### src/rtl/tmrx_err_monitor.sv
// +------------------------------------------------------------------------+
// | tmrx_err_monitor: TMRX error-sink event counter/reporter; optional     |
// | overflow flags via TMRX_ERR_MON_OVF_EN.                    Rev 1.0     |
// +------------------------------------------------------------------------+
`default_nettype none

module tmrx_err_monitor #(
  parameter int NUM_SRC = 4,
  parameter int CNT_W   = 8,
  parameter int SRC_W   = $clog2(NUM_SRC)
) (
  input  logic               clk_i,
  input  logic               rst_ni,
  input  logic [NUM_SRC-1:0] err_i,
  input  logic               clr_i,
  output logic               evt_valid_o,
  input  logic               evt_ready_i,
  output logic [SRC_W-1:0]   evt_src_o,
  output logic [CNT_W-1:0]   evt_cnt_o,
  output logic [NUM_SRC-1:0] sticky_o,
  output logic               irq_o,
  output logic [NUM_SRC-1:0] ovf_o
);

  localparam logic [CNT_W-1:0] C_CNT_MAX = {CNT_W{1'b1}};
  localparam logic [SRC_W:0]   C_NUM_SRC = (SRC_W+1)'(NUM_SRC);
  localparam logic [SRC_W-1:0] C_LAST    = SRC_W'(NUM_SRC - 1);

  typedef enum logic [0:0] {
    ST_IDLE = 1'b0,
    ST_SEND = 1'b1
  } state_t;

  state_t               r_state;
  logic [NUM_SRC-1:0]   r_err_q;
  logic [CNT_W-1:0]     r_cnt [NUM_SRC];
  logic [NUM_SRC-1:0]   r_sticky;
  logic [NUM_SRC-1:0]   r_pend;
  logic                 r_irq;
  logic [SRC_W-1:0]     r_rr_ptr;
  logic                 r_evt_valid;
  logic [SRC_W-1:0]     r_evt_src;
  logic [CNT_W-1:0]     r_evt_cnt;

  logic [NUM_SRC-1:0]   w_evt;
  logic                 w_take;
  logic [NUM_SRC-1:0]   w_rot;
  logic [SRC_W:0]       w_off;
  logic [SRC_W:0]       w_sum;
  logic [SRC_W-1:0]     w_sel;
  logic [CNT_W-1:0]     w_cnt_nxt [NUM_SRC];
  logic [NUM_SRC-1:0]   w_sticky_nxt;
  logic [NUM_SRC-1:0]   w_pend_nxt;

  assign w_evt  = err_i & ~r_err_q;
  assign w_take = (r_state == ST_IDLE) && (|r_pend);

  // Rotate pending bits so bit 0 is the round-robin start, then take the lowest set bit.
  always_comb begin
    w_rot = NUM_SRC'({r_pend, r_pend} >> r_rr_ptr);
    w_off = '0;
    for (int i = NUM_SRC - 1; i >= 0; i--) begin
      if (w_rot[i]) w_off = (SRC_W+1)'(i);
    end
    w_sum = {1'b0, r_rr_ptr} + w_off;
    if (w_sum >= C_NUM_SRC) w_sum = w_sum - C_NUM_SRC;
    w_sel = w_sum[SRC_W-1:0];
  end

  // Clear is applied first so a coinciding event counts from zero.
  always_comb begin
    w_cnt_nxt    = r_cnt;
    w_sticky_nxt = r_sticky;
    w_pend_nxt   = r_pend;
    if (w_take) w_pend_nxt[w_sel] = 1'b0;
    if (clr_i) begin
      for (int k = 0; k < NUM_SRC; k++) w_cnt_nxt[k] = '0;
      w_sticky_nxt = '0;
      w_pend_nxt   = '0;
    end
    for (int k = 0; k < NUM_SRC; k++) begin
      if (w_evt[k]) begin
        w_sticky_nxt[k] = 1'b1;
        w_pend_nxt[k]   = 1'b1;
        if (w_cnt_nxt[k] != C_CNT_MAX) w_cnt_nxt[k] = w_cnt_nxt[k] + 1'b1;
      end
    end
  end

  always_ff @(posedge clk_i or negedge rst_ni) begin
    if (!rst_ni) begin
      r_err_q  <= '0;
      r_sticky <= '0;
      r_pend   <= '0;
      r_irq    <= 1'b0;
      for (int k = 0; k < NUM_SRC; k++) r_cnt[k] <= '0;
    end else begin
      r_err_q  <= err_i;
      r_sticky <= w_sticky_nxt;
      r_pend   <= w_pend_nxt;
      r_irq    <= |r_sticky;
      r_cnt    <= w_cnt_nxt;
    end
  end

  always_ff @(posedge clk_i or negedge rst_ni) begin
    if (!rst_ni) begin
      r_state     <= ST_IDLE;
      r_evt_valid <= 1'b0;
      r_evt_src   <= '0;
      r_evt_cnt   <= '0;
      r_rr_ptr    <= '0;
    end else begin
      case (r_state)
        ST_IDLE: begin
          if (w_take) begin
            r_evt_valid <= 1'b1;
            r_evt_src   <= w_sel;
            r_evt_cnt   <= r_cnt[w_sel];
            r_rr_ptr    <= (w_sel == C_LAST) ? '0 : w_sel + 1'b1;
            r_state     <= ST_SEND;
          end
        end
        ST_SEND: begin
          if (evt_ready_i) begin
            r_evt_valid <= 1'b0;
            r_state     <= ST_IDLE;
          end
        end
        default: r_state <= ST_IDLE;
      endcase
    end
  end

  assign evt_valid_o = r_evt_valid;
  assign evt_src_o   = r_evt_src;
  assign evt_cnt_o   = r_evt_cnt;
  assign sticky_o    = r_sticky;
  assign irq_o       = r_irq;

`ifdef TMRX_ERR_MON_OVF_EN
  logic [NUM_SRC-1:0] r_ovf;
  logic [NUM_SRC-1:0] w_sat;

  always_comb begin
    w_sat = '0;
    for (int k = 0; k < NUM_SRC; k++) w_sat[k] = (r_cnt[k] == C_CNT_MAX);
  end

  always_ff @(posedge clk_i or negedge rst_ni) begin
    if (!rst_ni)    r_ovf <= '0;
    else if (clr_i) r_ovf <= '0;
    else            r_ovf <= r_ovf | (w_evt & w_sat);
  end

  assign ovf_o = r_ovf;
`else
  assign ovf_o = '0;
`endif

endmodule

`default_nettype wire

### config.mk
export PLATFORM = sky130hd
export DESIGN_NAME = tmrx_err_monitor
export DESIGN_NICKNAME = d
export VERILOG_FILES = /design/src/rtl/tmrx_err_monitor.sv
export SDC_FILE = /design/constraint.sdc
export NUM_CORES = 1
export LEC_CHECK = 0
export ABC_AREA = 1
export CORE_UTILIZATION = 58
export DETAILED_ROUTE_END_ITERATION = 16
export GPL_ROUTABILITY_DRIVEN = 0
export MAX_ROUTING_LAYER = met4
export PLACE_DENSITY = 0.81
export SYNTH_ARGS = -nofsm -noshare
export SYNTH_HDL_FRONTEND = slang
export SYNTH_SLANG_ARGS = --single-unit
### constraint.sdc
create_clock -name clk_i -period 2.7 [get_ports clk_i]
set_input_delay 0.27 -clock clk_i [delete_from_list [all_inputs] [get_ports clk_i]]
set_output_delay 0.27 -clock clk_i [all_outputs]
set_load 0.02 [all_outputs]
# Word-level counts from Yosys, hierarchy flattened
# Index checks and enable logic that the tools add are counted.
classes:
  shifts: 1
  bitwise: 6
  order_cmp: 4
  reduce_logical: 14
  n_eq_ne: 7
  addsub: 7
  muxes: 37
ops:
  columns: ["cell", "count"]
  rows:
  - ["two-way mux 8 bit", 10]
  - ["adder 8 x 1 -> 8 bit, second input constant", 4]
  - ["two-way mux 32 bit", 1]
  - ["inequality test 8 bit, second input constant", 4]
  - ["binary-select mux 8 bit (select 2 bit)", 1]
  - ["two-way mux 1 bit", 13]
  - ["two-way mux 4 bit", 3]
  - ["nonzero test 3 bit", 4]
  - ["AND 4 bit", 2]
  - ["two-way mux 2 bit", 4]
  - ["NOT 4 bit", 2]
  - ["nonzero test 2 bit", 4]
  - ["OR reduction 4 bit", 2]
  - ["right shift 8 x 2 -> 4 bit", 1]
  - [">= comparator 3 bit, second input constant", 2]
  - ["two-way mux 3 bit", 2]
  - ["inequality test 2 bit, second input constant", 2]
  - ["case mux 1 bit (2 select lines)", 2]
  - ["AND reduction 2 bit", 2]
  - ["adder 2 x 3 -> 3 bit", 1]
  - ["< comparator 2 x 3 -> 1 bit, second input constant", 1]
  - ["NOT 2 -> 3 bit", 1]
  - ["adder 2 x 1 -> 2 bit, second input constant", 1]
  - ["demux 1 bit (select 2 bit)", 1]
  - ["other kinds (5)", 6]
totals:
  regBits: 59
  inputBits: 8

# Logic depth before layout (Yosys ltp)
depth:
  ltp_word: 17
  depth_mapped: 16

# Least setup slack after synthesis
# No wires, ideal clock.
synth_path:
  path_kind: "register to register"
  start: "reg r_rr_ptr[1]"
  end: "reg r_evt_cnt[6], in the netlist evt_cnt_o[6]"
  path_slack_ps: 720
  setup_ps: 116
  arrival_ps: 1863
  stages_incl_launch_ff: 17
  period_less_slack_ps: 1980
  path_cell_list: "dfrtp_1 buf_4 inv_1 nand3_1 nand2_1 nand3_1 a21boi_0 ha_1 xnor2_1 inv_1 nand2_4 nand2_4 buf_12 nand2_2 nand2_1 nand2_1 nand2_1"
synth_between:
  elab_chain_cells: 12
synth_lines:
  columns: ["item", "line_no", "source"]
  rows:
  - ["from (decl)", "40", "logic [SRC_W-1:0] r_rr_ptr;"]
  - ["from (signal assigned)", "120", "r_rr_ptr <= (w_sel == C_LAST) ? '0 : w_sel + 1'b1;"]
  - ["right shift 8 x 2 -> 4 bit", "60", "w_rot = NUM_SRC'({r_pend, r_pend} >> r_rr_ptr);"]
  - ["two-way mux 2 bit (2 in a row)", "63", "if (w_rot[i]) w_off = (SRC_W+1)'(i);"]
  - ["two-way mux 3 bit (2 in a row)", "63", null]
  - ["adder 2 x 3 -> 3 bit (*)", "65", "w_sum = {1'b0, r_rr_ptr} + w_off;"]
  - [">= comparator 3 bit or subtractor 2 x 1 -> 2 bit (tied branches)", "66", "if (w_sum >= C_NUM_SRC) w_sum = w_sum - C_NUM_SRC;"]
  - ["two-way mux 2 bit (*)", "66", null]
  - ["NOT 2 -> 3 bit (not written as such) (*)", "119", "r_evt_cnt <= r_cnt[w_sel];"]
  - ["binary-select mux 8 bit (select 2 bit) (*)", "119", null]
  - ["two-way mux 8 bit (not written as such) (*) (2 in a row)", "119", null]
  - ["to (signal assigned)", "119", null]
  - ["to (decl)", "43", "logic [CNT_W-1:0] r_evt_cnt;"]
# Mark *: on every way between the ends. The rest lies on a longest branch, timed or not. The select of a mux whose other input is x is not followed.
# A chain may end at the register's enable or synchronous reset.

# Final worst setup path
layout_path:
  start: "reg r_rr_ptr[0]"
  end: "reg r_evt_cnt[0], in the netlist evt_cnt_o[0]"
layout_between:
  elab_chain_cells: 12
layout_lines:
  columns: ["item", "line_no", "source"]
  rows:
  - ["right shift 8 x 2 -> 4 bit", "60", null]
  - ["two-way mux 2 bit (2 in a row)", "63", null]
  - ["two-way mux 3 bit (2 in a row)", "63", null]
  - ["adder 2 x 3 -> 3 bit (*)", "65", null]
  - [">= comparator 3 bit or subtractor 2 x 1 -> 2 bit (tied branches)", "66", null]
  - ["two-way mux 2 bit (*)", "66", null]
  - ["named net w_sum[0]", "49", "logic [SRC_W:0] w_sum;"]
  - ["NOT 2 -> 3 bit (not written as such) (*)", "119", null]
  - ["binary-select mux 8 bit (select 2 bit) (*)", "119", null]
  - ["two-way mux 8 bit (not written as such) (*) (2 in a row)", "119", null]
# Mark *: on every way through the listed nets, which the timed path passes. The rest lies on a longest branch. The select of a mux whose other input is x is not followed.

==> results.cfg <==
[clocking]
cts-root-buf = clkbuf_8
ctsResizeCount = 0
clock_sinks = 59
ctsHoldBuffers = 0
clock_latency_ns = 0.34
clockBufferDepth = 2
tritoncts = built
post_cts_buffers = 0
h-tree-depth = 3
clk_pin_slew_ns = 0.06
cts_buffers = 9

[routing]
drc = 0
wire_per_inst_um = 12.4
antenna_left = 0
routed_wirelength_um = 6630
drt_iter0_markers = 213
vias = 2767
first_pass_iters = 5
avgViaCountPerCell = 5.16

[layout]
fin_nets = 473
fillers = 462
diodes = 0
layout-drive-gt1-share_pct = 11.6
fin_area_mm2 = 0.00378
area_delta_synth_final_pct = 12.1
final_util_pct = 67.9

[sta]
period_share_pct = 83.9
min_period_ns = 2.26
final_max_slew_viol_count = 0
fin_setup_tns_ns = 0
finalSetupViolCount = 0
worst_slew_pin_slew_ns = 0.728
rsz0062_at_grt = false
slew_headroom_pct = 51.5
hold_viol_final = 0
finClkSkew_ns = 0.00643
fmax_mhz = 442

[critical_path]
worstSetupEndpointType = flip-flop
reg2reg_from = r_rr_ptr[0]
path_buf_inv = 2
cp_cell_sequence = inv_2 -> nand2_1 -> nand3_1 -> nand2_1 -> nand3_1 -> a21boi_0 -> ha_1 -> buf_4 -> o21ai_0 -> nand3_1 -> nand2_1 -> nand2_1 -> nand2_1
critPathMaxStageDelay_ns = 0.46
crit_required_ns = 2.98
worstRegToRegCells = 13
rr_endpoint = evt_cnt_o[0]
crit_fanout = 29
start_kind = flip-flop
rrSetupSlack_ns = 0.44
cp.arrival_ns = 2.54
crit_top_cell = nand2_1
cp_slowest_cell = dfrtp_1
critPathTopFamily = simple AND/OR/NAND/NOR gates
crit_type = flip-flop to flip-flop

[place]
dpl_cell_area_mm2 = 0.00361
io_buffers = 23
post-dp-hpwl_um = 4870

[floorplan]
ios = 28
initial_core_util_pct = 60.6
die_h_um = 78.3
rows = 27
die_area_mm2 = 0.00613
core_mm2 = 0.00557
die_w_um = 78.3

[power_and_ir_drop]
total_leakage_power_nw = 1.84
ir_drop_mv = 0.824
powerDensity_mw_per_mm2 = 832

[synth]
synthArstFlopShare_pct = 100
synth_area_leaders = dfrtp_1 44%, nand2_1 12%, inv_1 6.2%
synth.largest_area_cell = dfrtp_1
synth_area_mm2 = 0.00338
synth-edff-count = 0
ys.warnings.count = 0
netlist_instances = 437
synth_cell_type_count = 38
yosys.area.top_type_share_pct = 43.7
ys_ff_latch = 59
post_synth.cell_area_avg_um2 = 7.72
yosysSeqAreaShare_pct = 43.7
synth_flop_cell = dfrtp_1

[global_routing]
grt_usage_pct = 26.2
first_global_vias = 2670
grt_max_degree = 60
grt_pass1_wl_um = 11900
grt_overflow_total = 0
antenna_found_initial = 0

[status]
outcome = complete, no violations

[job]
maxCapViolCount = 0

[hold_path]
min_path_type = input port to async pin
==> report_power, final <==
group / total (mW) / internal, mW / switching, mW
Clock: 0.732 / 0.400 / 0.332
Combinational: 1.36 / 0.402 / 0.960
Sequential: 1.06 / 0.981 / 0.0743
==> metal layers <==
metal | up-vias | global-route usage (%) | routed length, um
li1 | 1404 | - | -
met2 | 64 | 40.8 | 3080
met3 | 16 | 5.35 | 263
met5 | - | - | 0
met4 | 0 | 12.0 | 155
met1 | 1283 | 33.0 | 3140
==> area by class of cell <==
type / count / area [um2] / share of cell area (%)
clock buffer: 13 / 169 / 4.46
timing repair buffer: 26 / 260 / 6.88
clock inverter: 2 / 10.0 / 0.264
tap: 72 / 90.1 / 2.38
inverter: 63 / 241 / 6.38
sequential: 59 / 1480 / 39.0
multi-input combinational: 301 / 1540 / 40.6
==> worst reg2reg max path, delay by kind of cell, from the launching register on <==
kind	cells	cell delay [ns]
fa+ha+maj	1	0.29
simple gates	8	0.70
compound gates	2	0.45
flops	1	0.46
buf+inv	2	0.31
==> cells in the mapped netlist, types with 2 or more instances <==
master	instances
buf_4	7
o31ai_1	2
nor2_2	3
nor3_2	2
ha_1	5
or2_2	4
buf_6	3
or2_0	2
nand4_1	6
nand2_2	12
nor2_4	2
nor2_1	38
clkbuf_1	4
nand3_1	41
buf_2	2
xor2_1	8
nand2_1	112
inv_2	5
o21ai_2	2
dfrtp_1	59
nand2_4	3
inv_1	56
xnor2_1	9
o21ai_0	29
nor3_1	8
==> worst max-delay path by stage <==
stage | from | endpoint | slack [ns] | cells past startpoint
after floorplan | r_rr_ptr[1] | evt_cnt_o[6] | 0.72 | 16
after global placement | r_rr_ptr[0] | evt_cnt_o[0] | 0.48 | 13
after detailed placement | clr_i | r_cnt[27] | 0.35 | 10
after CTS | r_rr_ptr[0] | evt_cnt_o[4] | 0.43 | 15
after global routing | r_rr_ptr[0] | evt_cnt_o[5] | 0.16 | 15
final | r_rr_ptr[0] | evt_cnt_o[0] | 0.44 | 13
==> metrics by stage <==
stage                     setup slack, ns  hold slack [ns]  std cells  power (mW)
after global placement              0.485            0.433        521        2.39
final                               0.435           0.0759        536        3.15
after global routing                0.163            0.143        536        3.37
after detailed placement            0.348            0.448        521        2.42
after floorplan                     0.720          -0.0256        440        2.28
after CTS                           0.429            0.102        536        3.16
==> placed cells by master, fill, tap and decap left out, types with 2 or more instances in the layout <==
master | synthesis | routed
nand4_1 | 6 | 6
nor3_1 | 8 | 8
clkinv_2 | 0 | 2
nor2_4 | 2 | 2
o31ai_1 | 2 | 2
clkdlybuf4s50_1 | 0 | 22
or2_2 | 4 | 4
nand2_1 | 112 | 112
nand2_2 | 12 | 12
inv_1 | 56 | 56
buf_4 | 7 | 2
nand3_1 | 41 | 41
ha_1 | 5 | 5
nor3_2 | 2 | 2
xnor2_1 | 9 | 9
inv_2 | 5 | 5
nor2_1 | 38 | 38
nor2_2 | 3 | 3
o21ai_2 | 2 | 2
nand2_4 | 3 | 3
o21ai_0 | 29 | 29
conb_1 | 1 | 4
xor2_1 | 8 | 8
clkbuf_8 | 0 | 12
dfrtp_1 | 59 | 59
or2_0 | 2 | 2
==> kinds of logic after synthesis <==
family | count (synthesis) | share of synthesized area, %
simple gates | 236 | 32.2
buf+inv | 80 | 11.0
flops | 59 | 43.7
compound gates | 38 | 6.30
xor+xnor | 17 | 4.41
fa+ha+maj | 5 | 1.85
other cells | 1 | 0.111
mux | 1 | 0.334
==> flip-flops by register name (all words and copies together), names as in the netlist <==
register	cells
r_cnt	32
evt_cnt_o	8
r_err_q	4
r_pend	4
sticky_o	4
evt_src_o	2
r_rr_ptr	2
evt_valid_o	1
irq_o	1
r_state	1
No activity file was read; power rests on OpenSTA's default activity.
